===== src/rtl/mem_stage_unit.sv =====
// mem_stage_unit: ME pipeline stage that latches EX results, waits for the data-SRAM load response, and forwards aligned/extended results to WB.
//  clk, reset            : clock, synchronous active-high reset
//  EX_to_ME_Valid/Bus    : incoming instruction {pc, gr_we, dest, res_from_mem, ld_op, req, alu_result}
//  ME_Allow_in           : ME can accept a new instruction this cycle
//  WB_Allow_in           : WB can accept ME output
//  ME_to_WB_Valid/Bus    : outgoing result {pc, gr_we, dest, final_result}
//  data_sram_data_ok/rdata : load response pulse and data
//  ME_dest, ME_Forward_Res : bypass destination and value
//  ME_load_busy          : load still waiting for data (ID load-use interlock)
module mem_stage_unit #(
  parameter int EX_ME_BUS_W = 75,
  parameter int ME_WB_BUS_W = 70
) (
  input  logic                   clk,
  input  logic                   reset,
  input  logic                   EX_to_ME_Valid,
  input  logic [EX_ME_BUS_W-1:0] EX_to_ME_Bus,
  output logic                   ME_Allow_in,
  input  logic                   WB_Allow_in,
  output logic                   ME_to_WB_Valid,
  output logic [ME_WB_BUS_W-1:0] ME_to_WB_Bus,
  input  logic                   data_sram_data_ok,
  input  logic [31:0]            data_sram_rdata,
  output logic [4:0]             ME_dest,
  output logic [31:0]            ME_Forward_Res,
  output logic                   ME_load_busy
);
  logic        me_valid, gr_we, res_from_mem, req, rdata_buf_vld;
  logic [31:0] pc, alu_result, rdata_buf, ld_data, ld_ext, final_result;
  logic [4:0]  dest;
  logic [2:0]  ld_op;
  logic [7:0]  ld_byte;
  logic [15:0] ld_half;
  logic        ready_go, leave;
  // Data arriving this cycle, or already parked in the buffer, lets the load go.
  assign ready_go = !(req && !rdata_buf_vld && !data_sram_data_ok);
  assign leave = me_valid && ready_go && WB_Allow_in;
  assign ME_Allow_in = !me_valid || (ready_go && WB_Allow_in);
  assign ME_to_WB_Valid = me_valid && ready_go;
  assign ld_data = rdata_buf_vld ? rdata_buf : data_sram_rdata;
  assign ld_byte = ld_data[{alu_result[1:0], 3'b000} +: 8];
  assign ld_half = alu_result[1] ? ld_data[31:16] : ld_data[15:0];
  assign ld_ext = (ld_op == 3'b001) ? {{24{ld_byte[7]}}, ld_byte} :
                  (ld_op == 3'b011) ? {24'd0, ld_byte} :
                  (ld_op == 3'b010) ? {{16{ld_half[15]}}, ld_half} :
                  (ld_op == 3'b100) ? {16'd0, ld_half} : ld_data;
  assign final_result = res_from_mem ? ld_ext : alu_result;
  assign ME_to_WB_Bus = {pc, gr_we, dest, final_result};
  assign ME_dest = (me_valid && gr_we) ? dest : 5'd0;
  assign ME_Forward_Res = final_result;
  assign ME_load_busy = me_valid && res_from_mem && !ready_go;
  always_ff @(posedge clk) begin
    if (reset) begin
      me_valid <= 1'b0;
      rdata_buf_vld <= 1'b0;
    end else begin
      if (ME_Allow_in) me_valid <= EX_to_ME_Valid;
      // Leaving wins over capture: data used directly never needs parking.
      if (leave) rdata_buf_vld <= 1'b0;
      else if (data_sram_data_ok && me_valid && req) rdata_buf_vld <= 1'b1;
    end
  end
  always_ff @(posedge clk) begin
    if (EX_to_ME_Valid && ME_Allow_in)
      {pc, gr_we, dest, res_from_mem, ld_op, req, alu_result} <= EX_to_ME_Bus;
    if (data_sram_data_ok && me_valid && req && !leave) rdata_buf <= data_sram_rdata;
  end
endmodule


===== config.mk =====
export PLATFORM = sky130hd
export DESIGN_NAME = mem_stage_unit
export DESIGN_NICKNAME = d
export VERILOG_FILES = /design/src/rtl/mem_stage_unit.sv
export SDC_FILE = /design/constraint.sdc
export NUM_CORES = 1
export LEC_CHECK = 0
export ABC_AREA = 0
export BUFFER_PORTS_ARGS = -buffer_cell sky130_fd_sc_hd__buf_2
export CORE_ASPECT_RATIO = 2
export CORE_MARGIN = 8
export CORE_UTILIZATION = 53
export DETAILED_ROUTE_END_ITERATION = 10
export PLACE_DENSITY = 0.9
export SLEW_MARGIN = 15
export SYNTH_ARGS = -nofsm -noshare
export SYNTH_HDL_FRONTEND = slang
export SYNTH_SLANG_ARGS = --single-unit
export TNS_END_PERCENT = 30

===== constraint.sdc =====
create_clock -name clk -period 10.5 [get_ports clk]
set_input_delay 2.1 -clock clk [delete_from_list [all_inputs] [get_ports clk]]
set_output_delay 2.1 -clock clk [all_outputs]
set_load 0.1 [all_outputs]

* Yosys cells after proc, flatten, opt, wreduce, memory -nomap -nowiden *
Index checks and enable logic that the tools add are counted.

storage, ports and cells
  bits in registers = 109
  latch bits = 0
  RAM bits = 0
  ROM bits = 0
  input port bits = 112
  logic and storage cells = 42
  memories = 0

operators by class
  add/subtract/negate cells = 0
  multiply operators = 0
  divide/modulo/power cells = 0
  $lt $le $gt $ge = 0
  eq/ne operators = 4
  shifts and indexed selects = 1
  muxes and demuxes = 8
  bitwise gates (word level) = 0
  reduce and logical (&&, ||, !) cells = 19

operators with widths
  kind                                            count
  2-to-1 mux 32 bit                               6
  indexed part select 32 x 6 -> 8 bit             1
  2-to-1 mux 16 bit                               1
  logical AND 1 bit                               12
  == test 3 x 2 -> 1 bit (second input constant)  2
  logical NOT 1 bit                               5
  2-to-1 mux 5 bit                                1
  == test 3 x 1 -> 1 bit (second input constant)  1
  == test 3 bit (second input constant)           1
  OR reduction 2 bit                              1
  logical OR 1 bit                                1

* Logic depth before layout (Yosys ltp) *
Gate-level depths: netlist (run 1).

  depth in word-level cells = 8
  gate-level depth with buffers = 8

* Worst setup path after synthesis (run 1) *
OpenSTA, ideal clock, no wires.

  path kind = in2out
  from = input port data_sram_rdata[24]
  to = output port ME_to_WB_Bus[0]
  data arrival time = 5258 ps
  slack = 3142 ps
  stages = 5
  path through = mux2i_1 mux2i_1 a211oi_1 a211oi_1 buf_4

on the way
  longest elaborated chain between the ends = 5

ends and longest elaborated chain
  element                                  RTL line  text
  start: declaration                       23        input logic [31:0] data_sram_rdata,
  2-to-1 mux 32 bit (*)                    40        assign ld_data = rdata_buf_vld ? rdata_buf : data_sram_rdata;
  indexed part select 32 x 6 -> 8 bit (*)  41        assign ld_byte = ld_data[{alu_result[1:0], 3'b000} +: 8];
  2-to-1 mux 32 bit                        44        (ld_op == 3'b011) ? {24'd0, ld_byte} :
  2-to-1 mux 32 bit (*)                    43        assign ld_ext = (ld_op == 3'b001) ? {{24{ld_byte[7]}}, ld_byte} :
  2-to-1 mux 32 bit (*)                    47        assign final_result = res_from_mem ? ld_ext : alu_result;
  end: declaration                         21        output logic [ME_WB_BUS_W-1:0] ME_to_WB_Bus,

Every way passes the cells marked *; elsewhere a longest branch is shown, timed or not.

* Worst setup path after layout (run 1) *
  from = input port data_sram_rdata[23]
  to = output port ME_to_WB_Bus[20]

on the way
  longest elaborated chain between the ends = 4

ends and longest elaborated chain
  element                              RTL line
  2-to-1 mux 32 bit                    40
  indexed part select 32 x 6 -> 8 bit  41
  2-to-1 mux 32 bit                    43
  2-to-1 mux 32 bit                    47

No other way between the ends.

==> results of run 1 <==
-- sequential cells by signal, summed over array words and instances (netlist names), 3 cells and up --
register    cells
ld_op           3
rdata_buf      32
dest            5
alu_result     32
pc             32
-- stage by stage --
step	setup slack (ns)	hold WS (ns)	power, mW	util [%]	cells
after global routing	4.08	0.714	1.33	66.4	743
after global placement	4.34	0.588	0.969	63.4	726
final	4.21	0.690	1.30	66.4	743
after detailed placement	4.25	0.664	0.976	63.4	726
after floorplan	3.14	0.476	0.914	-	426
after CTS	4.24	0.675	1.30	66.3	742
-- power by group through the flow --
stage / registers [mW] / logic (mW) / clock network (mW)
finish: 0.513 / 0.453 / 0.334
detailed placement: 0.523 / 0.453 / 0
global route: 0.515 / 0.467 / 0.352
floorplan: 0.582 / 0.332 / 0
CTS: 0.513 / 0.453 / 0.336
global placement: 0.521 / 0.448 / 0
-- layout make-up --
type,instances,area [sq um]
Antenna cell,1,2.50
Clock buffer,10,229
Clock inverter,6,62.6
Fill cell,729,3390
Inverter,17,63.8
Multi-Input combinational cell,239,1770
Sequential cell,109,3250
Tap cell,135,169
Timing Repair Buffer,226,1140
-- logic make-up (layout without fill, tap and decap cells) --
kind of cell | count (synthesis) | count (layout) | synth area share [%]
AOI/OAI and AO/OA | 82 | 82 | 10.7
xor gates and xnor gates | 2 | 2 | 0.321
buffers and inverters | 78 | 259 | 8.34
DFF | 109 | 109 | 59.6
muxes | 61 | 61 | 12.4
other | 0 | 1 | 0
and+or+nand+nor | 94 | 94 | 8.66
-- worst min-delay path, stage by stage (launching register included) --
cell	delay [ns]
dfxtp_1	0.43
nand2_1	0.14
a21oi_1	0.08
-- layer usage --
metal,vias up,wire length (um)
met4,0,724
met2,250,8640
met5,-,0
li1,1933,-
met1,2046,5530
met3,48,1320
-- placed cells by master (no fill, tap or decap), types with 2 or more instances in the layout --
master	Yosys	final
buf_2	10	221
edfxtp_1	107	107
mux2i_1	35	35
nand2_1	26	26
nor2_1	26	25
mux2_2	23	23
o21ai_0	20	20
inv_1	17	17
o221ai_1	15	15
a211oi_1	12	12
a41oi_1	10	10
a21oi_1	10	9
nand3_1	9	9
clkbuf_16	0	9
or3_1	7	7
o22ai_1	6	6
and3_1	5	5
nand2b_1	5	5
nor2b_1	5	5
buf_4	34	5
mux4_2	3	3
o21a_1	3	3
a32oi_1	2	2
nand4_1	2	2
inv_6	0	2
clkinv_4	0	2
-- path summary, 6_finish.rpt --
| path | start | cells after the start | endpoint |
|---|---|---|---|
| hold reg to reg | me_valid | 2 | me_valid |
| setup reg to reg | req | 4 | alu_result[21] |
| setup / recovery | data_sram_rdata[23] | 6 | ME_to_WB_Bus[20] |
| hold / removal | me_valid | 2 | me_valid |
==> results.tsv, run 1 <==
stage	metric	value	unit
placed_design	portBuffers	221	
synth	yosysTopAreaCell	edfxtp_1	
clock_network	path_clk_slew	0.08	ns
grt	met2_usage	41.4	%
placed_design	placed_area	6400	sq um
clock_network	numCtsBuffers	9	
critical_path	critical_path.slowest_cell	nand4_1	
power	p_switching	0.557	mW
cells_and_area	drive_gt1_share	45.5	%
synth	synth_edf_count	107	
clock_network	post_cts_buffers	0	
power	power_switching_share	42.8	%
cells_and_area	post-route-cell-area	6690	sq um
run_status	status	completed	
timing	clock_skew	0.00792	ns
synth	yosys_most_used_dff	edfxtp_1	
grt	grt_max_degree	76	
synth	yosys_register_bits	109	
power	seq_power_share	39.5	%
synth	yosysWarnings	0	
synth	synth_area_leaders	edfxtp_1 59%, mux2i_1 6.4%, mux2_2 4.7%	
placed_design	gp_congestion	0.940	
clock_network	cts-root-buf	clkbuf_16	
critical_path	crit_fanout	14	
grt	antenna_found_initial	1	
synth	yosysUniqueCellTypes	42	
clock_network	cts-resized-gates	0	
synth	synth_top_area_share	58.8	%
route	drt_pass1_iterations	5	
power	powerDensity	194	nW/um^2
route	ant_nets	0	
clock_network	h-tree-depth	3	
route	drt_wl_total	16200	um
clock_network	cts_max_path_buffers	2	
synth	yosysSeqAreaShare	59.6	%
floorplanning	rows	52	
floorplanning	core_area	10100	sq um
clock_network	cts_hold_buf	0	
floorplanning	io_pins	222	
floorplanning	die_h	160	um
critical_path	critPathTopFamily	compound AO/OA/AOI/OAI gates	
grt	grt_usage	23.6	%
floorplanning	die_area	14000	sq um
timing	min_period	6.29	ns
timing	relSlewSlack	38.0	%
synth	syn-num-nets	538	
route	vias_per_cell	5.76	
clock_network	cts_sinks	109	
synth	synth_commonest_cells	107 x edfxtp_1, 35 x mux2i_1, 34 x buf_4	
grt	overflow	0	
timing	timing.fmax	159	MHz
route	wl_per_cell	21.8	um
grt	busiest_layer	met2	
critical_path	crit_path_start_kind	primary input	
power	leakage	2.78	nW
grt	grt_pass1_vias	4497	
grt	grt_use_met3	5.95	%
power	clkPwrFrac	25.7	%
hold_path	hold_path.class	flip-flop to flip-flop	
route	vias	4277	
critical_path	cp_cell_sequence	buf_2, mux2i_1, a32oi_1, nand4_1, o221ai_1, buf_2	
synth	synth_area	5460	sq um
power	p_int	0.744	mW
placed_design	dp_hpwl	12700	um
run	drv_cap	0	
critical_path	crit_arrival	4.19	ns
grt	grtUsageMet1	24.3	%
timing	drv_slew	0	
timing	fin_tns_setup	0	ns
timing	setup_violations	0	
floorplanning	start_util	54.2	%
critical_path	worstSetupPathType	primary input to output port	
critical_path	end_kind	output port	
cells_and_area	nets	714	
timing	fin_crit_sh	59.9	%
synth	async_flop_share	0	%
floorplanning	die_w	87.8	um
synth	avgSynthCellArea	12.8	sq um
critical_path	cp_num_buf_inv	2	
synth	synth_most_common_cell	edfxtp_1	
power	p_comb_share	34.9	%
timing	finalHoldViolCount	0	
critical_path	cp.required	8.40	ns
clock_network	clk_latency	0.34	ns
critical_path	r2r_setup_slack	8.49	ns
synth	syn_inst	426	
timing	worst_slew_pin_slew	0.926	ns
power	vdd_drop_max	0.165	mV
grt	grt_pass1_wl	25100	um
cells_and_area	syn_to_final_growth	22.5	%
timing	rsz0062_at_grt	no	
critical_path	cp_slowest_stage_delay	0.64	ns
route	drt_iter0_drc	427	
clock_network	cts_tree	built	
critical_path	path_common_cell	buf_2	
route	drc	0	
(Power assumes the default switching activity.)
==> run 2: changes to the inputs <==
CORE_UTILIZATION = 44   (was 53)
PLACE_DENSITY = 0.8   (was 0.9)
clock period = 5.7 ns   (was 10.5 ns; I/O delays follow)
==> run 2 against run 1 <==
Effect of this change:
- total power is 84% higher
- critical path depth stayed put
- non-clock buffer count is 2 higher
- register-to-register slack worse by 5.0 ns
- cell count is 2.0% higher
==> results.tsv, run 2 (synthesis results as in run 1) <==
stage	metric	value	unit
placed_design	dp.cells	740	
cells_and_area	syn_to_final_growth	23.1	%
critical_path	worstSetupPathType	primary input to output port	
critical_path	cp.required	4.56	ns
clock_network	cts_tree	built	
critical_path	reg2reg_from	rdata_buf_vld	
critical_path	startpoint	data_sram_rdata[23]	
route	drc	0	
timing	drv_slew	0	
route	drt_wl_total	16000	um
power	vdd_drop_max	0.232	mV
timing	hold_slack	0.654	ns
grt	grt_pass1_vias	4386	
grt	grt_usage	19.5	%
route	drt_pass1_iterations	5	
grt	antenna_found_initial	3	
grt	overflow	0	
hold_path	hold_path.class	flip-flop to flip-flop	
critical_path	crit_arrival	3.26	ns
placed_design	portBuffers	221	
timing	worst_slew_pin_slew	0.906	ns
floorplanning	start_util	45.0	%
timing	setup_slack	1.30	ns
route	vias	4139	
clock_network	clk_latency	0.34	ns
cells_and_area	fillCellCount	1044	
cells_and_area	layout_common_cells	221 x buf_2, 107 x edfxtp_1, 35 x mux2i_1	
clock_network	path_clk_slew	0.08	ns
placed_design	dp_hpwl	12900	um
floorplanning	core_area	12100	sq um
cells_and_area	utilization	55.5	%
floorplanning	die_area	16500	sq um
timing	fin_tns_setup	0	ns
run	drv_cap	0	
critical_path	crit_path_start_kind	primary input	
timing	rsz0062_at_grt	no	
cells_and_area	fin_cells	758	
clock_network	cts_max_path_buffers	2	
grt	grt_pass1_wl	24200	um
power	leakage	2.79	nW
timing	min_period	4.40	ns
power	fin_total_pwr	2.39	mW
timing	relSlewSlack	39.6	%
clock_network	cts_hold_buf	0	
floorplanning	die_h	174	um
route	drt_iter0_drc	318	
timing	setup_violations	0	
hold_path	hold_start	me_valid	
floorplanning	rows	57	
floorplanning	die_w	94.8	um
cells_and_area	final_common_cell	buf_2	
clock_network	post_cts_buffers	0	
critical_path	end_kind	output port	
power	powerDensity	355	nW/um^2
placed_design	gp_congestion	0.882	
floorplanning	io_pins	222	
placed_design	placed_area	6430	sq um
clock_network	cts_sinks	109	
route	wl_per_cell	21.2	um
timing	clock_skew	0.00898	ns
timing	finalHoldViolCount	0	
timing	fin_crit_sh	77.2	%
placed_design	dp_slack	1.30	ns
cells_and_area	nets	716	
clock_network	h-tree-depth	3	
grt	grt_max_degree	76	
timing	timing.fmax	227	MHz
clock_network	numCtsBuffers	9	
clock_network	cts-root-buf	clkbuf_16	
route	ant_nets	0	
clock_network	cts-resized-gates	0	
route	vias_per_cell	5.46	
critical_path	crit_fanout	14	
cells_and_area	drive_gt1_share	45.6	%
cells_and_area	post-route-cell-area	6720	sq um
run_status	status	completed	
-- run 2: cell types whose count changed in the layout (fill, tap and decap cells not counted) --
cell / delta
buf_4: +2
inv_6: +1
clkinv_4: -1
clkinv_1: +1
diode_2: +1
clkbuf_1: -1
-- run 2: where the power goes --
| group | internal, mW | total [mW] | switching [mW] | leakage (nW) |
|---|---|---|---|---|
| registers | 0.925 | 0.947 | 0.0221 | 1.03 |
| clock network | 0.308 | 0.608 | 0.300 | 0.143 |
| logic | 0.137 | 0.832 | 0.695 | 1.61 |
-- run 2: area by class of cell --
cell class                 instances  area [sq um]  area share [%]
clock buffer                       9           225            3.35
inverter                          17          63.8           0.949
tap                              147           184            2.74
sequential                       109          3250            48.4
clock inverter                     7          66.3           0.986
antenna                            2          5.00          0.0744
timing repair buffer             228          1160            17.2
multi-input combinational        239          1770            26.3
-- run 2: per-layer routing --
metal | global-route usage [%] | wire length (um)
met4 | 13.0 | 919
met3 | 5.47 | 1280
met5 | 0 | 13
met1 | 19.7 | 5550
met2 | 33.2 | 8280
-- run 2: worst paths after layout --
kind | slack, ns | to | cells after the start
setup / recovery | 1.30 | ME_to_WB_Bus[27] | 6
hold / removal | 0.65 | me_valid | 2
setup reg to reg | 3.49 | alu_result[4] | 4
hold reg to reg | 0.65 | me_valid | 2
-- run 2: critical path, cell delays in order --
cell      delay (ns)
buf_2           0.09
mux2i_1         0.13
a32oi_1         0.34
nand4_1         0.69
o221ai_1        0.37
buf_2           0.50
==> run 3: changes to the inputs <==
clock period = 3.8 ns   (was 5.7 ns; I/O delays follow)
==> run 3 against run 2 <==
Effect of this change:
- sequential power grew 50%
- setup slack lost 1.2 ns
- critical path depth shrank 2
- non-clock buffer count grew 8
- count of clock-buffer cells in the layout is the same
- utilization grew 6.7 points
- via count grew 2.9%
- clock power grew 52%
- global-route usage grew 0.78 points
- sequential cell count is the same
- final area grew 12%
- largest cell class unchanged
- largest power group is now combinational cells
==> results.tsv, run 3 (synthesis results as in run 1) <==
stage	metric	value	unit
run_status	status	completed	
timing	setup_violations	0	
cells_and_area	layout_common_cells	174 x buf_2, 107 x edfxtp_1, 49 x buf_12	
route	wl_per_cell	21.5	um
timing	drv_slew	0	
critical_path	cp_cell_sequence	nor2b_1, nand4_1, o221ai_1, buf_12	
clock_network	path_clk_slew	0.08	ns
cells_and_area	fin_cells	767	
floorplanning	die_area	16500	sq um
critical_path	cp.required	3.04	ns
grt	grt_pass1_vias	4487	
timing	finalHoldViolCount	0	
critical_path	critical_path.slowest_cell	nand4_1	
power	vdd_drop_max	0.352	mV
floorplanning	die_h	174	um
timing	fin_crit_sh	96.1	%
run	drv_cap	0	
timing	min_period	3.65	ns
grt	overflow	0	
clock_network	h-tree-depth	3	
placed_design	dp_hpwl	13300	um
critical_path	crit_fanout	14	
critical_path	crit_arrival	2.89	ns
timing	timing.fmax	274	MHz
route	drt_wl_total	16500	um
placed_design	placed_area	7220	sq um
floorplanning	die_w	94.8	um
timing	relSlewSlack	39.2	%
cells_and_area	nets	724	
power	powerDensity	509	nW/um^2
grt	grt_max_degree	76	
clock_network	cts-resized-gates	0	
placed_design	portBuffers	221	
clock_network	cts_tree	built	
placed_design	gp_congestion	0.900	
route	vias_per_cell	5.55	
critical_path	critPathTopFamily	simple AND/OR/NAND/NOR gates	
critical_path	cp_slowest_stage_delay	0.73	ns
route	drt_iter0_drc	366	
cells_and_area	final_common_cell	buf_2	
power	fin_total_pwr	3.83	mW
clock_network	post_cts_buffers	0	
floorplanning	io_pins	222	
floorplanning	core_area	12100	sq um
grt	grt_pass1_wl	25000	um
power	leakage	3.09	nW
cells_and_area	post-route-cell-area	7530	sq um
clock_network	cts_sinks	109	
timing	rsz0062_at_grt	no	
placed_design	dp.cells	748	
hold_path	hold_path.class	primary input to flip-flop	
clock_network	numCtsBuffers	9	
route	drt_pass1_iterations	6	
critical_path	cp_num_buf_inv	1	
critical_path	end_kind	output port	
floorplanning	rows	57	
grt	antenna_found_initial	3	
critical_path	crit_path_start_kind	flip-flop	
clock_network	clk_latency	0.34	ns
cells_and_area	drive_gt1_share	46.5	%
timing	clock_skew	0.00829	ns
timing	worst_slew_pin_slew	0.911	ns
route	vias	4258	
grt	grt_usage	20.2	%
route	ant_nets	0	
clock_network	cts_max_path_buffers	2	
clock_network	cts-root-buf	clkbuf_16	
cells_and_area	syn_to_final_growth	37.9	%
clock_network	cts_hold_buf	0	
floorplanning	start_util	45.0	%
critical_path	worstSetupPathType	flip-flop to output port	
route	drc	0	
[run 3: cell types whose count changed in the layout (fill, tap and decap cells not counted)]
cell,delta
diode_2,+1
xnor2_1,-1
xnor2_2,+1
buf_12,+49
buf_4,+6
buf_2,-47
clkinv_8,+1
clkinv_4,-1
[run 3: final cells by class]
cell class,instances,area [sq um]
antenna,3,7.51
clock buffer,9,225
clock inverter,7,73.8
fill,941,4590
inverter,17,63.8
multi-input combinational,239,1770
sequential,109,3250
tap,147,184
timing repair buffer,236,1950
[run 3: worst reg2reg max path, stage by stage (launching register included)]
cell,delay [ns]
dfxtp_2,0.49
or3b_2,0.19
nand2_1,0.11
a21oi_4,0.16
buf_4,0.70
[run 3: worst paths after layout]
kind	startpoint	end	slack, ns	depth (start not counted)
worst max-delay path	ld_op[0]	ME_to_WB_Bus[26]	0.15	4
worst min-delay path	EX_to_ME_Bus[20]	alu_result[20]	0.58	1
worst max register to register	rdata_buf_vld	alu_result[24]	1.73	4
worst min register to register	rdata_buf_vld	rdata_buf_vld	0.62	2
[run 3: power breakdown]
group,internal (mW),switching [mW],leakage (nW)
registers,1.39,0.0284,1.03
clock network,0.466,0.456,0.146
logic,0.403,1.09,1.91
total,2.26,1.57,3.09
[run 3: stage by stage]
stage          setup TNS, ns  setup slack [ns]  hold slack [ns]  utilization (%)
2_1_floorplan         -21.42             -1.14            0.476                -
3_3_place_gp               0             0.357            0.593             59.5
6_report                   0             0.148            0.581             62.1
4_1_cts                    0             0.150            0.570             62.0
5_1_grt                    0            0.0383            0.558             62.1
3_5_place_dp               0             0.285            0.599             59.5
[run 3: routing by layer]
metal | share of wire (%) | up-vias | track usage, %
met3 | 7.8 | 44 | 5.68
met1 | 33 | 2034 | 19.4
met2 | 55 | 220 | 36.6
met4 | 4.3 | 0 | 11.3
li1 | - | 1960 | -
met5 | 0 | - | 0
